### src/rtl/instruction_fetch.sv
// Instruction fetch unit: word-addressed PC with BOOT/RUN/HALTED sequencing and
// prioritised redirects (stall > halt > jr > jump > taken branch > sequential).
module instruction_fetch #(
  parameter logic [29:0] RESET_PC = 30'h0
) (
  input  logic        clk,
  input  logic        reset,
  input  logic [31:0] instr_in,
  input  logic        stall,
  input  logic        jump,
  input  logic [25:0] jump_target,
  input  logic        branch,
  input  logic        zero,
  input  logic [15:0] branch_imm,
  input  logic        jr,
  input  logic [31:0] jr_addr,
  input  logic        halt,
  output logic [29:0] pc_addr,
  output logic [31:0] instr,
  output logic        valid,
  output logic [29:0] pc_plus1,
  output logic        halted
);

  typedef enum logic [1:0] {
    BOOT   = 2'd0,
    RUN    = 2'd1,
    HALTED = 2'd2
  } state_t;

  state_t      state, state_next;
  logic [29:0] pc, pc_next;
  logic [29:0] branch_offset;
  logic [29:0] branch_target;
  logic [29:0] jump_addr;
  logic [29:0] jr_word;

  // NOTE: sequential state uses non-blocking assignments so every register
  // samples pre-edge values regardless of process ordering.
  always_ff @(posedge clk or posedge reset) begin
    if (reset) begin
      state <= BOOT;
      pc    <= RESET_PC;
    end else begin
      state <= state_next;
      pc    <= pc_next;
    end
  end

  // All arithmetic is 30 bits wide, so carries out of bit 29 drop silently.
  assign pc_plus1      = pc + 30'd1;
  assign branch_offset = {{14{branch_imm[15]}}, branch_imm};
  assign branch_target = pc_plus1 + branch_offset;
  assign jump_addr     = {pc[29:26], jump_target};
  assign jr_word       = jr_addr[31:2];

  // NOTE: every signal driven here gets a default first, so no path can
  // leave it unassigned and infer a latch.
  always_comb begin
    state_next = state;
    pc_next    = pc;
    unique case (state)
      BOOT: begin
        state_next = RUN;
      end
      RUN: begin
        if (stall) begin
          pc_next = pc;
        end else if (halt) begin
          state_next = HALTED;
        end else if (jr) begin
          pc_next = jr_word;
        end else if (jump) begin
          pc_next = jump_addr;
        end else if (branch && zero) begin
          pc_next = branch_target;
        end else begin
          pc_next = pc_plus1;
        end
      end
      HALTED: begin
        state_next = HALTED;
      end
      default: begin
        state_next = BOOT;
        pc_next    = RESET_PC;
      end
    endcase
  end

  assign pc_addr = pc;
  assign valid   = (state == RUN);
  assign halted  = (state == HALTED);
  assign instr   = valid ? instr_in : 32'h0;

endmodule

### config.mk
export PLATFORM = sky130hd
export DESIGN_NAME = instruction_fetch
export DESIGN_NICKNAME = d
export VERILOG_FILES = /design/src/rtl/instruction_fetch.sv
export SDC_FILE = /design/constraint.sdc
export NUM_CORES = 1
export LEC_CHECK = 0
export CAP_MARGIN = 20
export CORE_MARGIN = 1.5
export CORE_UTILIZATION = 40
export CTS_BUF_LIST = sky130_fd_sc_hd__clkbuf_2 sky130_fd_sc_hd__clkbuf_4 sky130_fd_sc_hd__clkbuf_8
export DETAILED_ROUTE_END_ITERATION = 7
export PLACE_DENSITY = 0.83
export SYNTH_ARGS = -nofsm -noshare
export SYNTH_HDL_FRONTEND = slang
export SYNTH_SLANG_ARGS = --single-unit
export TNS_END_PERCENT = 30
### constraint.sdc
create_clock -name clk -period 3.8 [get_ports clk]
set_input_delay 0.95 -clock clk [delete_from_list [all_inputs] [get_ports clk]]
set_output_delay 0.95 -clock clk [all_outputs]
set_load 0.03 [all_outputs]
==> impl_metrics.csv, run 1 <==
group,metric,value,unit
synth,synth_area_leaders,"dfrtp_1 (19%), ha_1 (11%), xnor2_1 (6.4%), nand2_1 (6.1%), and2_1 (5.6%)",
synth,ys_seq_area_frac,0.1877,
floorplanning,initial_core_util,0.4132,
timing,rsz0062_at_grt,"yes",
critical_path,cp.buffers_inverters,1,
critical_path,critPathLaunch,"pc_addr[0]$_DFFE_PP0P_",
cts,cts_tree,"built",
critical_path,critPathTopFamily,"compound AO/OA/AOI/OAI gates",
critical_path,reg2reg_from,"pc_addr[0]$_DFFE_PP0P_",
synth,yosysTopAreaCellShare,0.1877,
placement,place_area,7303,µm²
synth,synthMuxAreaShare,0.007040,
global_route,antenna_found_initial,0,
route,wl_met3,1397,µm
synth,synth_simple_gate_area_frac,0.2508,
placement,dp_hpwl,14800,µm
synth,synth_edf_count,0,
placement,gp_congestion,0.9853,
synth,avgSynthCellArea,7.418,µm²
final_layout,fin_util,0.7432,
synth,yosysTopAreaCell,"dfrtp_1",
synth,synthFlopType,"dfrtp_1",
critical_path,rr_worst_depth,15,
floorplanning,rows,37,
outcome,violations,"negative setup slack",
global_route,grt_start_max_net_pins,37,
critical_path,crit_chain,"and3_4 > nand3_2 > buf_4 > nor2_1 > xor2_2 > ha_1 > a21oi_1 > o21ai_0 > nor3_2 > a211oi_2 > a2111o_1 > a211o_1 > o211ai_1 > a21oi_1 > a221o_1",
final_layout,seqCellArea,817.0,µm²
cts,clk_latency,0.30,ns
final_layout,final_area,7672,µm²
critical_path,path_class,"reg -> reg",
floorplanning,io_pins,208,
route,wl,18890,µm
placement,port_buffers,205,
route,vias_per_cell,5.726,
timing,slew_headroom,0.4341,
power,power_density,734.1,nW/µm²
hold_path,hp-class,"reg -> reg",
cts,cts_buffers,5,
critical_path,cp-end-kind,"register",
synth,ys_top_cells_by_count,"nand2_1 (69), nor2_1 (49), o21ai_0 (40)",
critical_path,cp_slowest_cell,"dfrtp_2",
route,drt_iter0_drc,303,
global_route,track_usage,0.3260,
timing,slew_viol_final,0,
synth,synthXorXnorAreaFrac,0.1027,
final_layout,final_nets,1019,
synth,synth_top_family_by_area,"compound AO/OA/AOI/OAI gates",
cts,htreeDepth,2,
timing,fmax,0.2628,GHz
timing,finalHoldViolCount,0,
outcome,status,"finished with violations",
flow_run,cap_viol_max_count,0,
cts,clock_path_buffers,2,
critical_path,slowest_delay,0.40,ns
final_layout,multi_input_area,3694,µm²
critical_path,endpoint,"pc_addr[24]$_DFFE_PP0P_",
global_route,grt_pass1_vias,5788,
floorplanning,core,10320,µm²
cts,clock-sinks,32,
synth,yosys_warnings,0,
critical_path,critical_path.most_common_cell,"a21oi_1",
final_layout,drive_gt1_frac,0.2136,
floorplanning,die-area,11290,µm²
timing,worst_slack,-0.005108,ns
timing,tightestPinTransition,0.8488,ns
synth,synth_cells,575,
critical_path,cp.required,3.99,ns
critical_path,reg2reg_to,"pc_addr[24]$_DFFE_PP0P_",
synth,yosysMostFrequentCell,"nand2_1",
route,ant_nets,0,
critical_path,r2r_slack,-0.005,ns
route,wl_met2,9514,µm
route,topRoutingLayerUsed,"met4",
synth,synth.cell_area,4265,µm²
synth,synth_compound_area_frac,0.2922,
final_layout,fillCellCount,780,
timing,finalSetupViolCount,1,
timing,finalCriticalPeriod,3.805,ns
synth,ys_ff_latch,32,
timing,finClkSkew,0.004277,ns
floorplanning,die_x,106.3,µm
route,dr.pass1.iters,5,
global_route,gr-total-overflow,0,
critical_path,cp.depth,15,
final_layout,num_antenna_cells,0,
route,drc,0,
cts,cts-root-buf,"clkbuf_8",
cts,path_clk_slew,0.07,ns
timing,period_share,1.001,
critical_path,crit_arrival,3.99,ns
synth,synthAdderAreaFrac,0.1191,
critical_path,critPathMaxFanout,4,
global_route,grt_pass1_wl,28750,µm
power,ir_drop,0.3927,mV
synth,synth.distinct_cells,60,
final_layout,syn2layout_area_growth,79.88,%
synth,synthArstFlopShare,1.000,
route,met1Wirelength,7191,µm
route,wire_per_inst,18.85,µm
power,power.leakage,3.420,nW
route,num_vias,5737,
critical_path,cp-start-kind,"register",
synth,postSynthNetCount,729,
floorplanning,die_h,106.3,µm
power breakdown:
group | internal [mW] | leakage (nW) | switching (mW) | total, mW
Combinational | 2.09 | 2.96 | 2.56 | 4.65
Sequential | 0.503 | 0.412 | 0.192 | 0.695
Clock | 0.143 | 0.0491 | 0.148 | 0.291
Total | 2.74 | 3.42 | 2.89 | 5.63
kinds of logic after synthesis:
logic type,count (synthesis)
flops,32
simple gates,221
compound gates,183
xor+xnor,50
fa+ha+maj,40
buf+inv,46
mux,3
area by class of cell:
type / count / share of cell area
multi-input combinational: 497 / 0.4814
sequential: 32 / 0.1065
tap: 136 / 0.02218
clock inverter: 1 / 0.0006523
timing repair buffer: 308 / 0.3681
clock buffer: 7 / 0.01093
inverter: 21 / 0.01027
tightest hold or removal path: stages (launching register included):
cell and delay (ns):
dfrtp_1 0.39, a32oi_1 0.07, o21ai_1 0.07
metrics by stage:
step	setup WS (ns)	hold slack (ns)	std cells	TNS [ns]	power (mW)
6_report	-0.005108	0.5684	1002	-0.005108	5.633
5_1_grt	-0.1198	0.6045	1002	-0.3666	5.978
4_1_cts	-0.02693	0.5698	993	-0.02693	5.404
3_5_place_dp	-0.4224	0.5540	985	-3.500	5.100
3_3_place_gp	-0.3790	0.5432	985	-2.865	5.014
2_1_floorplan	-0.02190	0.5516	575	-0.02190	3.241
layer usage:
metal | up-vias | track usage
met4 | 0 | 0.1400
met3 | 65 | 0.06193
li1 | 2667 | -
met5 | - | 0
met1 | 2696 | 0.3754
met2 | 309 | 0.5848
registers in the layout, summed over array words and instances, names as in the netlist:
name	count
pc_addr	30
state	2
how the worst min path moves through the flow:
| stage | cells past startpoint | startpoint | endpoint |
|---|---|---|---|
| 3_3_place_gp | 2 | pc_addr[29]$_DFFE_PP0P_ | pc_addr[29]$_DFFE_PP0P_ |
| 5_1_grt | 2 | pc_addr[29]$_DFFE_PP0P_ | pc_addr[29]$_DFFE_PP0P_ |
| 6_report | 2 | pc_addr[29]$_DFFE_PP0P_ | pc_addr[29]$_DFFE_PP0P_ |
| 2_1_floorplan | 2 | state[1]$_DFFE_PP0P_ | state[1]$_DFFE_PP0P_ |
| 4_1_cts | 2 | pc_addr[29]$_DFFE_PP0P_ | pc_addr[29]$_DFFE_PP0P_ |
| 3_5_place_dp | 2 | pc_addr[29]$_DFFE_PP0P_ | pc_addr[29]$_DFFE_PP0P_ |
timing repair:
item                       in CTS  in global routing
pin swaps                       0                 15
resized for setup              13                 48
hold buffers                    0                  0
buffers inserted                0                  9
setup endpoints to repair      16                 23
cells in the final DEF (no fill, tap or decap), types with 5 or more instances in the layout:
cell               n
xnor2_2           13
dlygate4sd2_1      8
o21ai_1            8
nand3_1           21
a211oi_1          10
and3_1             8
a21oi_1           35
a21o_1             9
o21ai_0           32
xnor2_1           17
dfrtp_2           13
xor2_1            12
o21a_1             6
xor2_2             5
nand2_1           67
clkdlybuf4s50_1  195
a211oi_2           6
buf_4            102
inv_1             20
a22o_1             6
nor3_1             6
ha_1              34
a31oi_1            6
nor2_1            42
and2_1            38
o211ai_1           8
clkbuf_8           5
dfrtp_1           19
No activity file was read; power rests on OpenSTA's default activity.
==> run 2, diff against run 1 <==
--- a/config.mk
+++ b/config.mk
@@ -7,10 +7,10 @@
 export LEC_CHECK = 0
 export CAP_MARGIN = 20
 export CORE_MARGIN = 1.5
-export CORE_UTILIZATION = 40
+export CORE_UTILIZATION = 39
 export CTS_BUF_LIST = sky130_fd_sc_hd__clkbuf_2 sky130_fd_sc_hd__clkbuf_4 sky130_fd_sc_hd__clkbuf_8
 export DETAILED_ROUTE_END_ITERATION = 7
-export PLACE_DENSITY = 0.83
+export PLACE_DENSITY = 0.85
 export SYNTH_ARGS = -nofsm -noshare
 export SYNTH_HDL_FRONTEND = slang
 export SYNTH_SLANG_ARGS = --single-unit
==> constraint.sdc (replaced) <==
create_clock -name clk -period 3.15 [get_ports clk]
set_input_delay 0.7875 -clock clk [delete_from_list [all_inputs] [get_ports clk]]
set_output_delay 0.7875 -clock clk [all_outputs]
set_load 0.01 [all_outputs]
==> run 2 against run 1 <==
  * The run still ends with negative setup slack left
  * Sequential power grew 18%
  * Register-to-register slack lost 0.46 ns
  * Maximum frequency grew 5.2%
  * Global-route usage grew 3.5 points
  * Clock-buffer cell count grew 1
  * Utilization grew 7.7 points
  * Final area grew 15%
  * Sequential cell count is the same
  * Critical path type unchanged
  * Critical endpoint unchanged
  * Largest power group unchanged
  * Highest routed layer unchanged
==> impl_metrics.csv, run 2 (same netlist as run 1, synthesis figures left out) <==
group,metric,value,unit
route,vias_per_cell,5.831,
floorplanning,die_x,107.6,µm
final_layout,seqCellArea,814.5,µm²
route,num_vias,6408,
global_route,grt_start_max_net_pins,36,
power,power.leakage,4.005,nW
cts,cts_tree,"built",
final_layout,multi_input_area,4115,µm²
route,dr.pass1.iters,6,
critical_path,critical_path.most_common_cell,"and3_4",
placement,port_buffers,205,
critical_path,cp-start-kind,"register",
timing,rsz0062_at_grt,"yes",
critical_path,rr_worst_depth,17,
final_layout,final_nets,1112,
timing,slew_headroom,0.4500,
critical_path,path_class,"reg -> reg",
floorplanning,io_pins,208,
timing,fmax,0.2765,GHz
hold_path,min_delay_path_depth,2,
floorplanning,rows,38,
power,power_density,836.3,nW/µm²
global_route,grt_pass1_vias,6594,
global_route,gr-total-overflow,0,
timing,finalCriticalPeriod,3.616,ns
route,drc,0,
hold_path,min_from,"pc_addr[29]$_DFFE_PP0P_",
flow_run,cap_viol_max_count,0,
cts,clock-sinks,32,
timing,hold_ws,0.5798,ns
floorplanning,die-area,11570,µm²
critical_path,cp.required,3.35,ns
final_layout,final_area,8818,µm²
critical_path,critPathLaunch,"pc_addr[0]$_DFFE_PP0P_",
final_layout,num_antenna_cells,0,
placement,dp_hpwl,16100,µm
critical_path,cp-end-kind,"register",
floorplanning,initial_core_util,0.3969,
final_layout,largest_reg_flops,30,
route,ant_nets,0,
power,ir_drop,0.4832,mV
route,drt_iter0_drc,507,
critical_path,r2r_slack,-0.47,ns
placement,gp_congestion,0.9607,
timing,finClkSkew,0.009014,ns
hold_path,hp-class,"reg -> reg",
final_layout,syn2layout_area_growth,106.7,%
cts,clk_latency,0.31,ns
global_route,track_usage,0.3606,
critical_path,crit_arrival,3.81,ns
critical_path,cp_slowest_cell,"dfrtp_2",
critical_path,reg2reg_to,"pc_addr[24]$_DFFE_PP0P_",
route,wire_per_inst,20.25,µm
floorplanning,core,10750,µm²
cts,cts-root-buf,"clkbuf_8",
cts,htreeDepth,2,
floorplanning,die_h,107.6,µm
critical_path,critPathMaxFanout,4,
outcome,violations,"negative setup slack",
placement,place_area,7786,µm²
final_layout,final_common_cell,"buf_4",
timing,slew_viol_final,0,
route,wl,22250,µm
cts,clock_path_buffers,2,
timing,worst_slack,-0.4663,ns
final_layout,drive_gt1_frac,0.3597,
outcome,status,"finished with violations",
final_layout,mostFrequentLayoutCells,"buf_4 (191), clkdlybuf4s50_1 (189), nand2_1 (60), nor2_1 (42), and2_1 (37)",
cts,path_clk_slew,0.08,ns
critical_path,crit_chain,"and3_4 > nand3_4 > nor2b_4 > buf_6 > and3_4 > xor2_4 > ha_4 > a21oi_2 > nand2_2 > nor3_4 > a211oi_2 > buf_4 > a2111o_1 > a211o_1 > o211ai_1 > a21oi_1 > a221o_1",
critical_path,reg2reg_from,"pc_addr[0]$_DFFE_PP0P_",
timing,finalHoldViolCount,0,
critical_path,slowest_delay,0.41,ns
final_layout,fillCellCount,672,
cts,cts_buffers,5,
timing,tightestPinTransition,0.8229,ns
global_route,antenna_found_initial,0,
timing,finalSetupViolCount,33,
global_route,grt_pass1_wl,32430,µm
timing,period_share,1.148,
critical_path,endpoint,"pc_addr[24]$_DFFE_PP0P_",
## run 2: cell types whose count changed in the layout (fill, tap and decap cells not counted), sizes merged
cell           change
clkdlybuf4s50      -6
clkinv             -1
clkdlybuf4s15      +1
clkbuf             +1
dlygate4sd2        -5
buf              +103
## run 2: area by class of cell
class	count	share of cell area
Timing Repair Buffer	401	0.4004
Tap cell	140	0.01986
Clock buffer	8	0.01178
Inverter	21	0.008939
Sequential cell	32	0.09237
Multi-Input combinational cell	497	0.4667
## run 2: power breakdown
part           total, mW  leakage (nW)  internal (mW)  switching, mW
combinational       6.16          3.54           3.26           2.90
sequential         0.819         0.415          0.605          0.214
clock              0.393        0.0549          0.209          0.185
total               7.38          4.01           4.07           3.30
## run 2: critical path, delay by kind of cell, from the launching register on
family                   cells  cell delay [ns]
AO/OA/AOI/OAI                7             1.27
flip-flops                   1             0.41
XOR/XNOR                     1             0.26
adder cells (fa/ha/maj)      1             0.26
AND/OR/NAND/NOR              6             1.05
buffers and inverters        2             0.25
## run 2: per-layer routing
layer | wire [µm] | up-vias | global-route usage | share of wire
met3 | 2015 | 92 | 0.06538 | 0.091
li1 | - | 2847 | - | -
met1 | 7935 | 3042 | 0.4089 | 0.36
met2 | 11260 | 427 | 0.6488 | 0.51
met5 | 0 | - | 0 | 0
met4 | 1046 | 0 | 0.1729 | 0.047
## run 2: worst min path at each step
stage	slack [ns]	to
6_report	0.58	pc_addr[29]$_DFFE_PP0P_
5_1_grt	0.63	pc_addr[29]$_DFFE_PP0P_
4_1_cts	0.58	pc_addr[29]$_DFFE_PP0P_
3_5_place_dp	0.56	pc_addr[29]$_DFFE_PP0P_
3_3_place_gp	0.54	pc_addr[29]$_DFFE_PP0P_
2_1_floorplan	0.55	pc_addr[4]$_DFFE_PP0P_
## run 2: what timing repair did
action | 4_1_cts | 5_1_grt
endpoints found under the setup margin | 37 | 39
hold buffers | 0 | 0
pin swaps | 54 | 41
resized for setup | 115 | 68
buffers inserted | 28 | 9
## run 2: through the flow
stage | setup TNS (ns) | power [mW] | utilization | setup WS, ns | cells
floorplan | -1.554 | 3.208 | - | -0.2630 | 575
global route | -10.02 | 7.804 | 0.8207 | -0.6962 | 1099
CTS | -3.509 | 6.780 | 0.7852 | -0.3276 | 1091
finish | -6.469 | 7.375 | 0.8207 | -0.4663 | 1099
detailed placement | -16.00 | 5.972 | 0.7246 | -0.9472 | 1056
global placement | -13.59 | 5.820 | 0.7246 | -0.7632 | 1056
==> run 3, diff against run 2 <==
--- a/config.mk
+++ b/config.mk
@@ -5,7 +5,8 @@
 export SDC_FILE = /design/constraint.sdc
 export NUM_CORES = 1
 export LEC_CHECK = 0
-export CAP_MARGIN = 20
+export ABC_CLOCK_PERIOD_IN_PS = 3150
+export CORE_ASPECT_RATIO = 2
 export CORE_MARGIN = 1.5
 export CORE_UTILIZATION = 39
 export CTS_BUF_LIST = sky130_fd_sc_hd__clkbuf_2 sky130_fd_sc_hd__clkbuf_4 sky130_fd_sc_hd__clkbuf_8
==> run 3 against run 2 <==
  * The flow still finishes with violations (negative setup slack)
  * Maximum frequency is 3.1% lower
  * First-iteration DRC count is 1.8% lower
  * Clock skew is 0.0028 ns higher
  * Utilization is 1.1 points higher
==> impl_metrics.csv, run 3 (same netlist as run 1, synthesis figures left out) <==
group,metric,value,unit
route,wl,23870,µm
route,ant_nets,0,
route,wire_per_inst,21.78,µm
timing,rsz0062_at_grt,"yes",
final_layout,mostFrequentLayoutCells,"buf_4 (189), clkdlybuf4s50_1 (188), nand2_1 (60), nor2_1 (39), and2_1 (38)",
floorplanning,rows,53,
global_route,grt_pass1_vias,6855,
critical_path,reg2reg_to,"pc_addr[21]$_DFFE_PP0P_",
power,power.total,7.501,mW
critical_path,critPathLaunch,"pc_addr[11]$_DFFE_PP0P_",
hold_path,min_to,"pc_addr[29]$_DFFE_PP0P_",
timing,finalSetupViolCount,32,
power,power_density,850.1,nW/µm²
route,vias_per_cell,6.018,
hold_path,min_delay_path_depth,2,
timing,worst_slack,-0.5805,ns
placement,place_ws,-0.9329,ns
route,num_vias,6596,
hold_path,hp-class,"reg -> reg",
floorplanning,core,10610,µm²
cts,path_clk_slew,0.09,ns
final_layout,final_nets,1112,
global_route,antenna_found_initial,0,
cts,cts_tree,"built",
placement,port_buffers,205,
flow_run,cap_viol_max_count,0,
cts,htreeDepth,2,
cts,clock-sinks,32,
cts,cts-root-buf,"clkbuf_8",
floorplanning,initial_core_util,0.4020,
placement,dp.cells,1061,
floorplanning,die_x,76.95,µm
timing,period_share,1.184,
cts,clk_latency,0.31,ns
outcome,violations,"negative setup slack",
floorplanning,io_pins,208,
timing,fmax,0.2681,GHz
global_route,track_usage,0.3860,
power,ir_drop,0.7976,mV
timing,slew_headroom,0.4054,
global_route,grt_start_max_net_pins,34,
timing,finalHoldViolCount,0,
final_layout,final_common_cell,"buf_4",
critical_path,cp-start-kind,"register",
critical_path,critPathMaxFanout,3,
critical_path,crit_arrival,3.93,ns
critical_path,r2r_slack,-0.58,ns
outcome,status,"finished with violations",
critical_path,path_class,"reg -> reg",
critical_path,cp.required,3.35,ns
final_layout,instances_no_fill,1096,
final_layout,syn2layout_area_growth,106.9,%
route,dr.pass1.iters,8,
placement,dp_hpwl,17160,µm
final_layout,largest_reg_flops,30,
critical_path,reg2reg_from,"pc_addr[11]$_DFFE_PP0P_",
critical_path,cp-end-kind,"register",
final_layout,drive_gt1_frac,0.3545,
global_route,gr-total-overflow,0,
power,power.leakage,4.019,nW
cts,clock_path_buffers,2,
route,drt_iter0_drc,498,
placement,gp_congestion,0.9988,
cts,cts_buffers,5,
hold_path,min_from,"pc_addr[29]$_DFFE_PP0P_",
critical_path,rr_worst_depth,15,
timing,slew_viol_final,0,
timing,finClkSkew,0.01186,ns
final_layout,num_antenna_cells,0,
route,drc,0,
global_route,grt_pass1_wl,34430,µm
timing,tightestPinTransition,0.8908,ns
floorplanning,die-area,11610,µm²
floorplanning,die_h,150.9,µm
timing,finalCriticalPeriod,3.731,ns
final_layout,fin_util,0.8316,
run 3: per-stage QoR:
stage	hold slack [ns]	area, µm²	setup TNS (ns)
6_report	0.6089	8823	-7.743
5_1_grt	0.6570	8823	-11.56
4_1_cts	0.5758	8444	-4.324
3_5_place_dp	0.5569	7843	-16.66
3_3_place_gp	0.5291	7843	-14.81
2_1_floorplan	0.5461	4454	-1.554
run 3: worst max path at each step:
stage                              end  slack [ns]  cells past startpoint
2_1_floorplan  pc_addr[21]$_DFFE_PP0P_       -0.26                     16
3_3_place_gp   pc_addr[22]$_DFFE_PP0P_       -0.89                     15
3_5_place_dp   pc_addr[28]$_DFFE_PP0P_       -0.93                     14
4_1_cts        pc_addr[24]$_DFFE_PP0P_       -0.34                     16
5_1_grt        pc_addr[21]$_DFFE_PP0P_       -0.70                     16
6_report       pc_addr[21]$_DFFE_PP0P_       -0.58                     15
run 3: what timing repair did:
item                       CTS  global route
setup endpoints to repair   39            37
pin swaps                   47            56
buffers inserted            17            12
hold buffers                 0             0
hold endpoints to repair     0             0
resized for setup          114            61
run 3: layout make-up:
type / count / area [µm²]
well taps: 137 / 171.4
fillers: 600 / 1787
clock buffers: 6 / 76.32
repair buffers: 401 / 3545
clock inverters: 2 / 35.03
flip-flops and latches: 32 / 814.5
inverters: 21 / 78.83
multi-input cells: 497 / 4103
run 3: power by group:
| part | leakage [nW] | total [mW] | switching [mW] | internal [mW] |
|---|---|---|---|---|
| clock network | 0.0586 | 0.442 | 0.198 | 0.244 |
| logic | 3.55 | 6.25 | 3.00 | 3.25 |
| registers | 0.415 | 0.804 | 0.199 | 0.605 |
run 3: worst max-delay path: stages, from the launching register on:
cell,delay [ns]
dfrtp_2,0.39
and4_4,0.26
nand4_1,0.21
nor3_4,0.28
buf_6,0.16
xor2_4,0.17
ha_1,0.29
a21oi_2,0.20
nand3b_1,0.12
o31a_1,0.29
a41o_2,0.33
xnor2_1,0.17
nor2_1,0.06
a211oi_1,0.25
a21oi_1,0.09
a221o_1,0.35
run 3: layer usage:
| layer | global-route usage | routed length [µm] |
|---|---|---|
| met1 | 0.3751 | 7553 |
| met2 | 0.7018 | 12350 |
| met3 | 0.05783 | 1809 |
| met4 | 0.3352 | 2155 |
| met5 | 0 | 0 |
